`config.mk`:
```
export PLATFORM = sky130hd
export DESIGN_NAME = queue_pair_reader
export DESIGN_NICKNAME = d
export VERILOG_FILES = /design/src/rtl/queue_pair_reader.sv
export SDC_FILE = /design/constraint.sdc
export NUM_CORES = 1
export LEC_CHECK = 0
export ABC_AREA = 1
export CAP_MARGIN = 30
export CORE_ASPECT_RATIO = 0.75
export CORE_MARGIN = 1
export CORE_UTILIZATION = 36
export CTS_BUF_LIST = sky130_fd_sc_hd__clkbuf_2 sky130_fd_sc_hd__clkbuf_4 sky130_fd_sc_hd__clkbuf_8
export CTS_CLUSTER_DIAMETER = 80
export CTS_CLUSTER_SIZE = 20
export DETAILED_ROUTE_END_ITERATION = 10
export GPL_TIMING_DRIVEN = 0
export SLEW_MARGIN = 20
export SYNTH_ARGS = -nofsm -noshare
export SYNTH_HDL_FRONTEND = slang
export SYNTH_SLANG_ARGS = --single-unit
```
`constraint.sdc`:
```
create_clock -name i_clk -period 2.15 [get_ports i_clk]
set_input_delay 0.3225 -clock i_clk [delete_from_list [all_inputs] [get_ports i_clk]]
set_output_delay 0.3225 -clock i_clk [all_outputs]
set_load 0.05 [all_outputs]
```
`src/rtl/queue_pair_reader.sv`:
```
// Read-side controller for a 2-wide circular queue: pops a pair, captures it,
// and serialises lane 0 then lane 1 onto a scalar valid/ready port.
module queue_pair_reader #(
    parameter int WIDTH = 32
) (
    input  logic               i_clk,
    input  logic               i_rst,
    input  logic               i_flush,
    input  logic               i_q_empty,
    input  logic               i_q_push,
    input  logic [2*WIDTH-1:0] i_q_out,
    output logic               o_q_pop,
    output logic               o_out_valid,
    input  logic               i_out_ready,
    output logic [WIDTH-1:0]   o_out_data,
    output logic               o_out_last,
    output logic [31:0]        o_pair_count
);

    typedef enum logic [1:0] {
        S_IDLE  = 2'd0,
        S_WAIT  = 2'd1,
        S_SEND0 = 2'd2,
        S_SEND1 = 2'd3
    } state_t;

    state_t           r_state;
    state_t           w_state_nxt;
    logic [WIDTH-1:0] r_hold0;
    logic [WIDTH-1:0] r_hold1;
    logic [31:0]      r_pair_count;
    logic             w_pop_ok;
    logic             w_pair_done;
    logic             w_capture;

    // The queue ignores pop while push is high, so never request one then.
    assign w_pop_ok    = !i_q_empty && !i_q_push && !i_flush;
    assign w_pair_done = (r_state == S_SEND1) && i_out_ready && !i_flush;
    assign w_capture   = (r_state == S_WAIT) && !i_flush;

    always_ff @(posedge i_clk) begin
        if (i_rst) begin
            r_state <= S_IDLE;
        end else begin
            r_state <= w_state_nxt;
        end
    end

    always_ff @(posedge i_clk) begin
        if (i_rst) begin
            r_hold0 <= '0;
            r_hold1 <= '0;
        end else if (w_capture) begin
            r_hold0 <= i_q_out[WIDTH-1:0];
            r_hold1 <= i_q_out[2*WIDTH-1:WIDTH];
        end
    end

    always_ff @(posedge i_clk) begin
        if (i_rst) begin
            r_pair_count <= '0;
        end else if (w_pair_done) begin
            r_pair_count <= r_pair_count + 32'd1;
        end
    end

    always_comb begin
        w_state_nxt = r_state;
        o_q_pop     = 1'b0;
        o_out_valid = 1'b0;
        o_out_data  = '0;
        o_out_last  = 1'b0;
        case (r_state)
            S_IDLE: begin
                if (w_pop_ok) begin
                    o_q_pop     = 1'b1;
                    w_state_nxt = S_WAIT;
                end
            end
            S_WAIT: begin
                w_state_nxt = S_SEND0;
            end
            S_SEND0: begin
                o_out_valid = 1'b1;
                o_out_data  = r_hold0;
                if (i_out_ready) begin
                    w_state_nxt = S_SEND1;
                end
            end
            S_SEND1: begin
                o_out_valid = 1'b1;
                o_out_data  = r_hold1;
                o_out_last  = 1'b1;
                // Pop the next pair while lane 1 drains so only one bubble separates pairs.
                if (i_out_ready) begin
                    if (w_pop_ok) begin
                        o_q_pop     = 1'b1;
                        w_state_nxt = S_WAIT;
                    end else begin
                        w_state_nxt = S_IDLE;
                    end
                end
            end
            default: begin
                w_state_nxt = S_IDLE;
            end
        endcase
        if (i_flush) begin
            w_state_nxt = S_IDLE;
        end
    end

    assign o_pair_count = r_pair_count;

endmodule

```
Yosys cells after proc, flatten, opt, wreduce, memory -nomap -nowiden
Cells that the tools add are included.
{ "word_totals": {"register_bits": 98, "input_bits": 70, "elab_cells": 34, "out_inout_bits": 67} }
{ "classes": {"muxes": 11, "reduce_logical": 12, "eq_ne": 6, "addsub": 1} }
{ "ops": {"columns": ["cell", "count"], "rows": [
  ["$pmux W32 S2", 1],
  ["$add A32 B1 Y32 const B", 1],
  ["$pmux W2 S4", 1],
  ["$mux W2", 3],
  ["$ne A2 B2 Y1 const B", 3],
  ["$logic_and A1 B1 Y1", 5],
  ["$mux W1", 5],
  ["$eq A2 B2 Y1 const B", 2],
  ["$reduce_or A2 Y1", 2],
  ["$logic_not A1 Y1", 3],
  ["$reduce_and A3 Y1", 1],
  ["$eq A2 B1 Y1 const B", 1],
  ["$logic_not A2 Y1", 1],
  ["$pmux W1 S2", 1]
]} }

Logic depth before layout (Yosys ltp)
{ "logic_depth": {"depth_word": 6, "depth_mapped": 12, "ltp_nobuf": 10} }

Least setup slack after synthesis
Ideal clock, no wire load.
{ "synth_path": {"kind": "register -> output", "from": "register r_state[0]", "to": "output port o_q_pop", "setup_slack_ps": -704, "required_ps": 1827, "arrival_ps": 2532, "path_buffers": 2, "stages_incl_launch_ff": 6, "cell_sequence": "dfxtp_1 ha_1 buf_4 clkbuf_1 a21oi_1 nor3_1"} }
{ "synth_via": {"elab_chain_len": 2, "word_cells_on_any_way": 3, "cone_classes": "eq/ne: 1; mux: 1; reduce/logical: 1"} }
{ "synth_rtl": {"columns": ["element", "line_no", "text"], "rows": [
  ["start, declared", "27", "state_t r_state;"],
  ["start signal, assigned", "45", "r_state <= w_state_nxt;"],
  ["$eq A2 B2 Y1 or $logic_not A2 Y1 (tied branches)", "73", "case (r_state)"],
  ["$pmux W1 S2 (*)", "73", null],
  ["end, declared", "12", "output logic o_q_pop,"]
]} }
Mark *: on every way between the ends. The rest lies on a longest branch, timed or not.

Final worst setup path
{ "layout_path": {"from": "register r_state[0]", "to": "output port o_out_data[0]"} }
{ "layout_via": {"elab_chain_len": 2, "word_cells_on_any_way": 3, "cone_classes": "eq/ne: 2; mux: 1"} }
{ "layout_rtl": {"columns": ["element", "line_no", "text"], "rows": [
  ["$eq A2 B2 Y1", "73", null],
  ["$pmux W32 S2 (*)", "73", null],
  ["end, declared", "15", "output logic [WIDTH-1:0] o_out_data,"]
]} }
Marks and branches as above.

==> flow_metrics.tcl <==
set metrics [dict create \
    power_density_nw_per_um2 562 \
    grt_pass1_vias 4359 \
    power_uw 3500 \
    layout_setup_ws_ps 76.0 \
    place_congestion 0.915 \
    worst_slew_pin_slew_ps 516 \
    arrival_ps 1750 \
    start_util_pct 37.9 \
    grt_pass1_wl_um 21700 \
    final_antenna_net_count 0 \
    design.core.area_um2 11900 \
    hp-class "input port to register" \
    finalHoldViolCount 0 \
    syn_area_per_cell_um2 6.99 \
    fin_util_pct 52.5 \
    drc 0 \
    setup_viol 0 \
    syn_area_um2 4500 \
    synth_flop_cell "dfxtp_1" \
    crit_path_max_incr_delay_ps 360 \
    cp-start-kind "register" \
    path_cells "inv_1 > ha_2 > clkbuf_8 > a22o_1 > clkbuf_4" \
    vias 4665 \
    fin_skew_ps 6.76 \
    rsz0062_at_grt "false" \
    clock_sinks 98 \
    ioPinCount 137 \
    post-place-ws_ps -645 \
    routed_wl_um 13900 \
    io_buffers 135 \
    dieArea_um2 12900 \
    areaGrowthSynthToFinish_pct 38.6 \
    synthArstFlopShare_pct 0 \
    leakage_uw 0.00237 \
    synth_edf_count 0 \
    worstPathMaxFanout 10 \
    power_frac_seq_pct 53.6 \
    critPathRequiredTime_ps 1830 \
    cts-buffers-inserted 9 \
    routed_via_density 4.88 \
    post_cts_buffers 0 \
    htreeDepth 3 \
    rows 34 \
    dr.pass1.iters 5 \
    slew_headroom_pct 65.6 \
    clkLatencyLatePin_ps 370 \
    dpl.hpwl_um 10600 \
    cts_root_buffer "clkbuf_8" \
    syn_nets 719 \
    yosys.area.top_type "dfxtp_1" \
    crit_type "register to output pin" \
    fin_setup_tns_ps 0 \
    final-max-slew-violation-count 0 \
    ys_types 28 \
    synth_common_cells "nor2_1 (197), dfxtp_1 (98), nand2_1 (79)" \
    slowest_stage "dfxtp_2" \
    max_freq_ghz 0.482 \
    overflow 0 \
    p_switching_uw 882 \
    synth_warnings 0 \
    netlist_instances 643 \
    combPwrFrac_pct 10.1 \
    layout-drive-gt1-share_pct 10.6 \
    fin_crit_sh_pct 96.5 \
    cts.clk_slew.worst_paths_ps 100 \
    grt_max_degree 18 \
    status "completed" \
    final_cell_area_um2 6230 \
    nets 864 \
    internal_power_uw 2620 \
    n_antenna_cell 0 \
    yosysTopAreaCellShare_pct 43.6 \
    antenna_found_initial 0 \
    critPathCaptureType "output pin" \
    place_area_um2 6060 \
    maxCapViolations 0 \
    cts_hold_buf 0 \
    drt_iter0_drc 216 \
    cts_tree "built" \
    yosysMostFrequentCell "nor2_1" \
    clock_path_buffers 2 \
    clkPwrFrac_pct 36.3 \
    post-route-min-period_ps 2070 \
    wl_per_cell_um 14.5 \
    die_height_um 98.8 \
    ir_drop_v 0.000311 \
    grt.total_usage_pct 22.0 \
    synth.area.top_cells "dfxtp_1 (44%), nor2_1 (16%), o21ai_0 (8.5%)" \
    die_width_um 131 \
    p_sw_share_pct 25.2 \
    ys_seq_area_share_pct 43.6 \
    ys_ff_latch 98 \
]
through the flow:
stage          instances  hold slack, ps
3_3_place_gp         940             465
3_5_place_dp         940             475
2_1_floorplan        643             455
4_1_cts              955             267
6_report             955             271
5_1_grt              955             284
routing by layer:
layer | part of all wire [%] | wire, µm | track usage [%]
met5 | 0 | 0 | 0
met4 | 1.5 | 211 | 6.19
met2 | 41 | 5740 | 33.0
met3 | 5.8 | 809 | 3.96
met1 | 51 | 7090 | 32.0
what timing repair did:
item | CTS | global route
gates resized for setup | 205 | 10
endpoints found under the setup margin | 34 | 17
gates cloned | 0 | 0
registers in the layout, summed over array words and instances (netlist names):
register	cells
o_pair_count	32
r_hold0	32
r_hold1	32
r_state	2
placed cells by master (no fill, tap or decap), drive strengths merged:
cell type      Yosys  layout
a211oi             1       1
a21oi             12      12
a22o              32      32
a31oi              1       1
buf                6      35
bufinv             0       1
clkbuf            26      39
clkdlybuf4s15      0       1
clkdlybuf4s50      0     100
clkinv             0       1
clkinvlp           0       1
dfxtp             98      98
dlymetal6s2s       0       1
ha                 6       6
inv               49      52
nand2             80      80
nand3             31      31
nand4              8       8
nor2             206     206
nor3               4       4
o211ai             1       1
o21a               2       2
o21ai             77      77
or2                1       1
xor2               2       2
final timing paths:
path         slack (ps)  depth (start not counted)            start               end
max reg2reg         350                          8  o_pair_count[0]  o_pair_count[14]
max                  80                          5       r_state[0]     o_out_data[0]
min                 270                          2            i_rst   o_pair_count[7]
min reg2reg         490                          2      r_hold1[15]       r_hold1[15]
critical path: cells and delay by family, from the launching register on:
| family | cells | cell delay, ps |
|---|---|---|
| buffers and inverters | 3 | 560 |
| DFF | 1 | 360 |
| adders and majority gates | 1 | 270 |
| AOI/OAI and AO/OA | 1 | 180 |
cells by family (layout without fill, tap and decap cells):
| logic type | count (synthesis) | after routing | synth area share [%] |
|---|---|---|---|
| simple gates | 330 | 330 | 30.2 |
| compound gates | 126 | 126 | 16.9 |
| flops | 98 | 98 | 43.6 |
| buf+inv | 81 | 231 | 7.12 |
| fa+ha+maj | 6 | 6 | 1.67 |
| xor+xnor | 2 | 2 | 0.390 |
power by group through the flow:
stage / clock network, µW / logic [µW] / registers (µW)
global placement: 0 / 345 / 1920
CTS: 1310 / 353 / 1880
global route: 1370 / 389 / 1880
detailed placement: 0 / 349 / 1920
finish: 1270 / 353 / 1880
floorplan: 0 / 165 / 1920
area by class of cell:
cell class / instances / area [µm²]
clock buffers: 10 / 138
inverters: 49 / 184
clock inverters: 6 / 72.6
repair buffers: 135 / 1250
well taps: 162 / 203
plain buffers: 31 / 190
flip-flops and latches: 98 / 1960
fillers: 1184 / 5640
multi-input cells: 464 / 2230
Note: power is estimated with default switching activity, not from simulation.
